$ cat src/rtl/irq_sequencer_if.sv
// Bus bundle for irq_sequencer.
//   master : request/config/CPU-side drivers (irq_in, mask/ie/vector writes,
//            instr_done, pc_cur, rti); observes PC redirect and status.
//   slave  : the sequencer; drives pc_load/pc_next and status outputs.
interface irq_sequencer_if #(
    parameter int AW = 8
);
    logic [3:0]    irq_in;
    logic          mask_wr;
    logic [3:0]    mask_data;
    logic          ie_set;
    logic          ie_clr;
    logic          vec_we;
    logic [1:0]    vec_sel;
    logic [AW-1:0] vec_data;
    logic          instr_done;
    logic [AW-1:0] pc_cur;
    logic          rti;
    logic          pc_load;
    logic [AW-1:0] pc_next;
    logic          i_pending;
    logic          isr_active;
    logic [1:0]    isr_id;
    logic [3:0]    mask_q;
    logic          ie_q;

    modport master (
        output irq_in, mask_wr, mask_data, ie_set, ie_clr, vec_we, vec_sel,
               vec_data, instr_done, pc_cur, rti,
        input  pc_load, pc_next, i_pending, isr_active, isr_id, mask_q, ie_q
    );

    modport slave (
        input  irq_in, mask_wr, mask_data, ie_set, ie_clr, vec_we, vec_sel,
               vec_data, instr_done, pc_cur, rti,
        output pc_load, pc_next, i_pending, isr_active, isr_id, mask_q, ie_q
    );
endinterface

$ cat src/rtl/irq_sequencer.sv
// Interrupt sequencer for a 4-source priority interrupt unit (source 3 highest).
// Latches requests, applies mask and global enable, and at an instruction
// boundary saves the return PC, redirects to the ISR vector, blocks nesting
// while the handler runs, and restores the PC on return-from-interrupt.
// Ports:
//   clk  : system clock, rising edge
//   clr  : asynchronous reset, active-high
//   bus  : irq_sequencer_if.slave (requests, config writes, CPU handshake,
//          PC redirect and status outputs)
module irq_sequencer #(
    parameter int            AW   = 8,
    parameter logic [AW-1:0] VEC0 = AW'(8'h11),
    parameter logic [AW-1:0] VEC1 = AW'(8'h33),
    parameter logic [AW-1:0] VEC2 = AW'(8'hF0),
    parameter logic [AW-1:0] VEC3 = AW'(8'hAA)
) (
    input  logic           clk,
    input  logic           clr,
    irq_sequencer_if.slave bus
);
    typedef enum logic [2:0] {
        S_IDLE,
        S_SAVE,
        S_VECTOR,
        S_SERVICE,
        S_RETURN
    } state_t;

    state_t        state_q, state_d;
    logic [3:0]    pend_q;
    logic [3:0]    mask_r;
    logic          ie_r;
    logic [AW-1:0] vectors [4];
    logic [AW-1:0] ret_pc;
    logic [1:0]    isr_id_r;

    logic [3:0]    eff;
    logic [1:0]    winner;
    logic          accept;
    logic [3:0]    pend_clr;
    logic          pc_load_c;
    logic [AW-1:0] pc_next_c;

    // Ascending scan: the last set bit seen is the highest index, i.e. the winner.
    always_comb begin
        eff    = pend_q & mask_r;
        winner = 2'd0;
        for (int unsigned i = 0; i < 4; i++) begin
            if (eff[i]) winner = 2'(i);
        end
    end

    always_comb begin
        state_d   = state_q;
        accept    = 1'b0;
        pc_load_c = 1'b0;
        pc_next_c = '0;
        case (state_q)
            S_IDLE: begin
                if (ie_r && (|eff) && bus.instr_done) begin
                    accept  = 1'b1;
                    state_d = S_SAVE;
                end
            end
            S_SAVE:   state_d = S_VECTOR;
            S_VECTOR: begin
                pc_load_c = 1'b1;
                pc_next_c = vectors[isr_id_r];
                state_d   = S_SERVICE;
            end
            S_SERVICE: begin
                if (bus.rti) state_d = S_RETURN;
            end
            S_RETURN: begin
                pc_load_c = 1'b1;
                pc_next_c = ret_pc;
                state_d   = S_IDLE;
            end
            default: state_d = S_IDLE;
        endcase
    end

    assign pend_clr = accept ? (4'b0001 << winner) : '0;

    always_ff @(posedge clk or posedge clr) begin
        if (clr) begin
            state_q  <= S_IDLE;
            pend_q   <= '0;
            mask_r   <= '1;
            ie_r     <= 1'b0;
            ret_pc   <= '0;
            isr_id_r <= '0;
        end else begin
            state_q <= state_d;
            // A new request on the bit being accepted survives the clear.
            pend_q  <= (pend_q & ~pend_clr) | bus.irq_in;
            if (bus.mask_wr) mask_r <= bus.mask_data;
            case (state_q)
                S_SAVE:   ie_r <= 1'b0;
                S_RETURN: ie_r <= 1'b1;
                S_IDLE: begin
                    if (bus.ie_clr)      ie_r <= 1'b0;
                    else if (bus.ie_set) ie_r <= 1'b1;
                end
                default: ;
            endcase
            if (accept) begin
                ret_pc   <= bus.pc_cur;
                isr_id_r <= winner;
            end
        end
    end

    always_ff @(posedge clk or posedge clr) begin
        if (clr) begin
            vectors[0] <= VEC0;
            vectors[1] <= VEC1;
            vectors[2] <= VEC2;
            vectors[3] <= VEC3;
        end else if (bus.vec_we) begin
            vectors[bus.vec_sel] <= bus.vec_data;
        end
    end

    assign bus.pc_load    = pc_load_c;
    assign bus.pc_next    = pc_next_c;
    assign bus.i_pending  = |eff;
    assign bus.isr_active = (state_q == S_SERVICE) || (state_q == S_RETURN);
    assign bus.isr_id     = isr_id_r;
    assign bus.mask_q     = mask_r;
    assign bus.ie_q       = ie_r;
endmodule

$ cat src/flat_wrapper.sv
// flat-port wrapper written by rule: the top's interface ports become plain ports
module irq_sequencer_flat 
#(
    parameter int            AW   = 8,
    parameter logic [AW-1:0] VEC0 = AW'(8'h11),
    parameter logic [AW-1:0] VEC1 = AW'(8'h33),
    parameter logic [AW-1:0] VEC2 = AW'(8'hF0),
    parameter logic [AW-1:0] VEC3 = AW'(8'hAA)
)
  (clk, clr, bus_irq_in, bus_mask_wr, bus_mask_data, bus_ie_set, bus_ie_clr, bus_vec_we, bus_vec_sel, bus_vec_data, bus_instr_done, bus_pc_cur, bus_rti, bus_pc_load, bus_pc_next, bus_i_pending, bus_isr_active, bus_isr_id, bus_mask_q, bus_ie_q);
  irq_sequencer_if #(.AW(AW)) bus_i ();
  input  logic clk;
  input  logic clr;
  input wire logic [$bits(bus_i.irq_in)-1:0] bus_irq_in;
  input wire logic [$bits(bus_i.mask_wr)-1:0] bus_mask_wr;
  input wire logic [$bits(bus_i.mask_data)-1:0] bus_mask_data;
  input wire logic [$bits(bus_i.ie_set)-1:0] bus_ie_set;
  input wire logic [$bits(bus_i.ie_clr)-1:0] bus_ie_clr;
  input wire logic [$bits(bus_i.vec_we)-1:0] bus_vec_we;
  input wire logic [$bits(bus_i.vec_sel)-1:0] bus_vec_sel;
  input wire logic [$bits(bus_i.vec_data)-1:0] bus_vec_data;
  input wire logic [$bits(bus_i.instr_done)-1:0] bus_instr_done;
  input wire logic [$bits(bus_i.pc_cur)-1:0] bus_pc_cur;
  input wire logic [$bits(bus_i.rti)-1:0] bus_rti;
  output wire logic [$bits(bus_i.pc_load)-1:0] bus_pc_load;
  output wire logic [$bits(bus_i.pc_next)-1:0] bus_pc_next;
  output wire logic [$bits(bus_i.i_pending)-1:0] bus_i_pending;
  output wire logic [$bits(bus_i.isr_active)-1:0] bus_isr_active;
  output wire logic [$bits(bus_i.isr_id)-1:0] bus_isr_id;
  output wire logic [$bits(bus_i.mask_q)-1:0] bus_mask_q;
  output wire logic [$bits(bus_i.ie_q)-1:0] bus_ie_q;
  assign bus_i.irq_in = bus_irq_in;
  assign bus_i.mask_wr = bus_mask_wr;
  assign bus_i.mask_data = bus_mask_data;
  assign bus_i.ie_set = bus_ie_set;
  assign bus_i.ie_clr = bus_ie_clr;
  assign bus_i.vec_we = bus_vec_we;
  assign bus_i.vec_sel = bus_vec_sel;
  assign bus_i.vec_data = bus_vec_data;
  assign bus_i.instr_done = bus_instr_done;
  assign bus_i.pc_cur = bus_pc_cur;
  assign bus_i.rti = bus_rti;
  assign bus_pc_load = bus_i.pc_load;
  assign bus_pc_next = bus_i.pc_next;
  assign bus_i_pending = bus_i.i_pending;
  assign bus_isr_active = bus_i.isr_active;
  assign bus_isr_id = bus_i.isr_id;
  assign bus_mask_q = bus_i.mask_q;
  assign bus_ie_q = bus_i.ie_q;
  irq_sequencer #(.AW(AW), .VEC0(VEC0), .VEC1(VEC1), .VEC2(VEC2), .VEC3(VEC3)) u_core (.clk(clk), .clr(clr), .bus(bus_i));
endmodule
$ cat config.mk
export PLATFORM = sky130hd
export DESIGN_NAME = irq_sequencer_flat
export DESIGN_NICKNAME = d
export VERILOG_FILES = /design/src/rtl/irq_sequencer_if.sv /design/src/rtl/irq_sequencer.sv /design/src/flat_wrapper.sv
export SDC_FILE = /design/constraint.sdc
export NUM_CORES = 1
export LEC_CHECK = 0
export ABC_AREA = 1
export BUFFER_PORTS_ARGS = -buffer_cell sky130_fd_sc_hd__clkbuf_2
export CAP_MARGIN = 5
export CORE_ASPECT_RATIO = 2
export CORE_MARGIN = 8
export CORE_UTILIZATION = 45
export DETAILED_ROUTE_END_ITERATION = 7
export GPL_TIMING_DRIVEN = 0
export PLACE_DENSITY_LB_ADDON = 0.08
export SETUP_SLACK_MARGIN = 0.4
export SLEW_MARGIN = 20
export SYNTH_ARGS = -nofsm -noshare
export SYNTH_HDL_FRONTEND = slang
export SYNTH_SLANG_ARGS = --single-unit
$ cat constraint.sdc
create_clock -name clk -period 2.8 [get_ports clk]
set_input_delay 0.14 -clock clk [delete_from_list [all_inputs] [get_ports clk]]
set_output_delay 0.14 -clock clk [all_outputs]
set_load 0.01 [all_outputs]
==> results.txt <==
- Critical path data arrival time: 1.97 ns
- Global routing finished with a remaining overflow of 0.
- After clock tree synthesis, the repair step resized 0 gates.
- In this run the standard cell core region covers 0.00566 mm^2.
* Placer Congestion: 0.798
- Timing analysis after detailed placement gives a worst setup slack of 1.03 ns.
* Initial core utilization: 0.460
* Startpoint Class: register
* Fraction of final layout cells sized beyond drive strength 1: 0.289
- In this run the core area contains 39 standard-cell rows.
- Warnings, synthesis: 0
- Summed instance area of the synthesized netlist: 0.00260 mm^2
- VDD sags by at most 0.637 mV.
- Entering global routing, the biggest net connects 55 pins.
- The detail route stage leaves a number of antenna-violating nets equal to 0.
- The net count of the finished layout is 410.
- Setup violations remaining at the end of the flow were counted as 0.
- Slowest stage delay, CP: 0.65 ns
- Worst Reg-to-Reg Cells: 3
- Synthesized instance count: 317
- Destination of the worst register-to-register timing path: u_core.state_q[1]
- Relative slew slack: 0.499
- For this run, design rule violations remaining after detail routing come to 0.
- Required time of the critical path: 2.66 ns
- In the post-route analysis, the smallest setup slack over all paths is 0.687 ns.
* Detailed-route via count: 2,250
- The worst setup path is captured at an output port.
- Final period demand of the worst path: 2.11 ns
* Overall routing resource usage: 0.158
- The number of hold-slack violations in the final timing report is 0.
- Buffers placed on the I/O ports in this run total 51.
- The die covers 0.00863 mm^2.
* Reported leakage power: 1.64 nW
- Number of iterations in the first detailed-routing pass: 4
- The number of slew-limit violations in the final report was 0.
- Critical setup path kind: register to output port
- Period utilization: 0.755
* Number of synthesized register bits: 54
- Walking the worst path, the cells encountered are nor3_2 > nand3_1 > o21ai_0 > clkbuf_2.
- The synthesized netlist contains 23 unique library cells.
- Actual transition at the worst max-transition pin: 0.747 ns
* Total of max-cap violations: 0
* TritonCTS clock tree: built
* Leading cell type in the layout, fill and taps excluded: sky130_fd_sc_hd__nand2_1
- Ratio of routed vias to standard cells: 5.14
- After synthesis, the mean cell area works out to 8.22 um^2.
- Reg2reg setup slack: 1.38 ns
- The HPWL after detailed placement is 5060 um.
- Floorplan die height: 124 um
* Cell with the largest stage delay on the worst path: sky130_fd_sc_hd__nor3_2
- For the final database, setup skew stands at 0.00185 ns.
* Routed length per placed instance: 15.3 um
* Width of the die: 69.8 um
- Clock-pin slew was measured on the worst setup and hold paths at 0.07 ns.
* TritonCTS Buffers: 5
* I/O pin cnt: 52
- Insertion delay to the later sink of the worst-skew pair: 0.29 ns
- The worst hold path begins at bus_irq_in[0].
- Counting along the longest clock path gives a buffer depth of 2.
- Pwr per Cell Area: 872 mW/mm^2
* Share of the yosys chip area belonging to registers: 0.527
* Worst hold path stage count: 3
- Largest fanout of any net on the critical path: 9
- Fmax: 0.473 GHz
- From synthesis to final layout, the design area changed by 19.6%.
- Fin Setup TNS: 0 ns
* # Post-CTS Setup Buffers: 0
- In the layout the commonest cells are sky130_fd_sc_hd__nand2_1, sky130_fd_sc_hd__clkbuf_2, sky130_fd_sc_hd__o21ai_0.
- Status: finished clean
- Final routed wirelength across all metal layers: 6690 um
- Counting every net in the synthesized netlist gives 351.
- The initial antenna violation count is 0.
- Level count of the clock H-tree: 2
- In this run the worst hold path is classified as input port to register.
- Setup repair after global routing left no endpoint under its margin.
* Worst flop-to-flop path startpoint: u_core.state_q[2]
- Worst hold path endpoint: u_core.pend_q[0]
- Counting every sink on the clock net gives 54.
- Wire length of the first global-routing pass: 10,900 um
- Total of hold buffers inserted after clock tree synthesis: 1
* Number of global-route vias before repair: 2,291
* Clock tree root buffer cell: sky130_fd_sc_hd__clkbuf_16
- The first routing iteration left 115 violations.
- Antenna Cells: 0
-- sequential cells by signal, summed over array words and instances, names as in the netlist --
register,count
u_core.bus.isr_id,2
u_core.pend_q,4
u_core.bus.ie_q,1
u_core.bus.mask_q,4
u_core.ret_pc,8
u_core.state_q,3
u_core.vectors,32
-- routing by layer --
metal,global-route usage,vias up,wire [um]
met5,0,-,0
met2,0.289,74,3550
li1,-,1120,-
met4,0.0986,0,281
met3,0.0415,20,333
met1,0.155,1036,2520
-- layout make-up --
type                            count  area, um^2
Fill cell                         568        2540
Sequential cell                    54        1370
Multi-Input combinational cell    206         988
Timing Repair Buffer               52         265
Inverter                           46         175
Clock buffer                        8         166
Tap cell                           61        76.3
Buffer                             11        70.1
-- report_power, final --
part,total (mW),internal [mW],leakage (nW),switching [mW]
Combinational,0.957,0.345,0.929,0.611
Sequential,1.09,0.982,0.625,0.104
Clock,0.674,0.405,0.0832,0.269
-- metrics by stage --
| step | hold slack, ns | total power, mW | cell area, um^2 | util | std cells |
|---|---|---|---|---|---|
| after floorplan | 0.214 | 1.74 | 2610 | - | 317 |
| after global placement | 0.325 | 2.05 | 2940 | 0.519 | 429 |
| after detailed placement | 0.281 | 2.06 | 2940 | 0.519 | 429 |
| after CTS | 0.0222 | 2.75 | 3120 | 0.550 | 438 |
| after global routing | 0.0300 | 2.90 | 3120 | 0.550 | 438 |
| final | 0.0284 | 2.72 | 3120 | 0.550 | 438 |
-- cells by family (layout without fill, tap and decap cells) --
group	Yosys count	count (layout)	synth area share
flops	54	54	0.527
simple gates	149	149	0.251
mux	2	2	0.00864
buf+inv	57	117	0.0932
compound gates	55	55	0.120
-- synth_stat cells, drive strengths merged --
cell type | count | area (um^2)
a21oi | 1 | 5.00
buf | 9 | 62.6
clkbuf | 2 | 7.51
dfrtp | 36 | 901
dfstp | 18 | 473
inv | 46 | 173
mux2 | 2 | 22.5
nand2 | 101 | 392
nand3 | 35 | 188
nand4 | 4 | 25.0
nor2 | 7 | 33.8
nor3 | 2 | 15.0
o21ai | 54 | 308
-- worst max-delay path: cells and delay by family (launching register included) --
kind / cells / cell delay [ns]
buffers and inverters: 1 / 0.16
AO/OA/AOI/OAI: 1 / 0.13
AND/OR/NAND/NOR: 2 / 0.92
flip-flops: 1 / 0.47
-- worst max path at each step --
stage                 startpoint                  to  slack, ns
4_1_cts        u_core.state_q[2]      bus_pc_next[5]       0.70
2_1_floorplan                clr     u_core.bus.ie_q       1.38
5_1_grt        u_core.state_q[2]      bus_pc_next[5]       0.62
6_report       u_core.state_q[2]      bus_pc_next[5]       0.69
3_5_place_dp   u_core.state_q[2]      bus_pc_next[5]       1.03
3_3_place_gp                 clr  u_core.vectors[27]       0.65
Note: power is estimated with default switching activity, not from simulation.
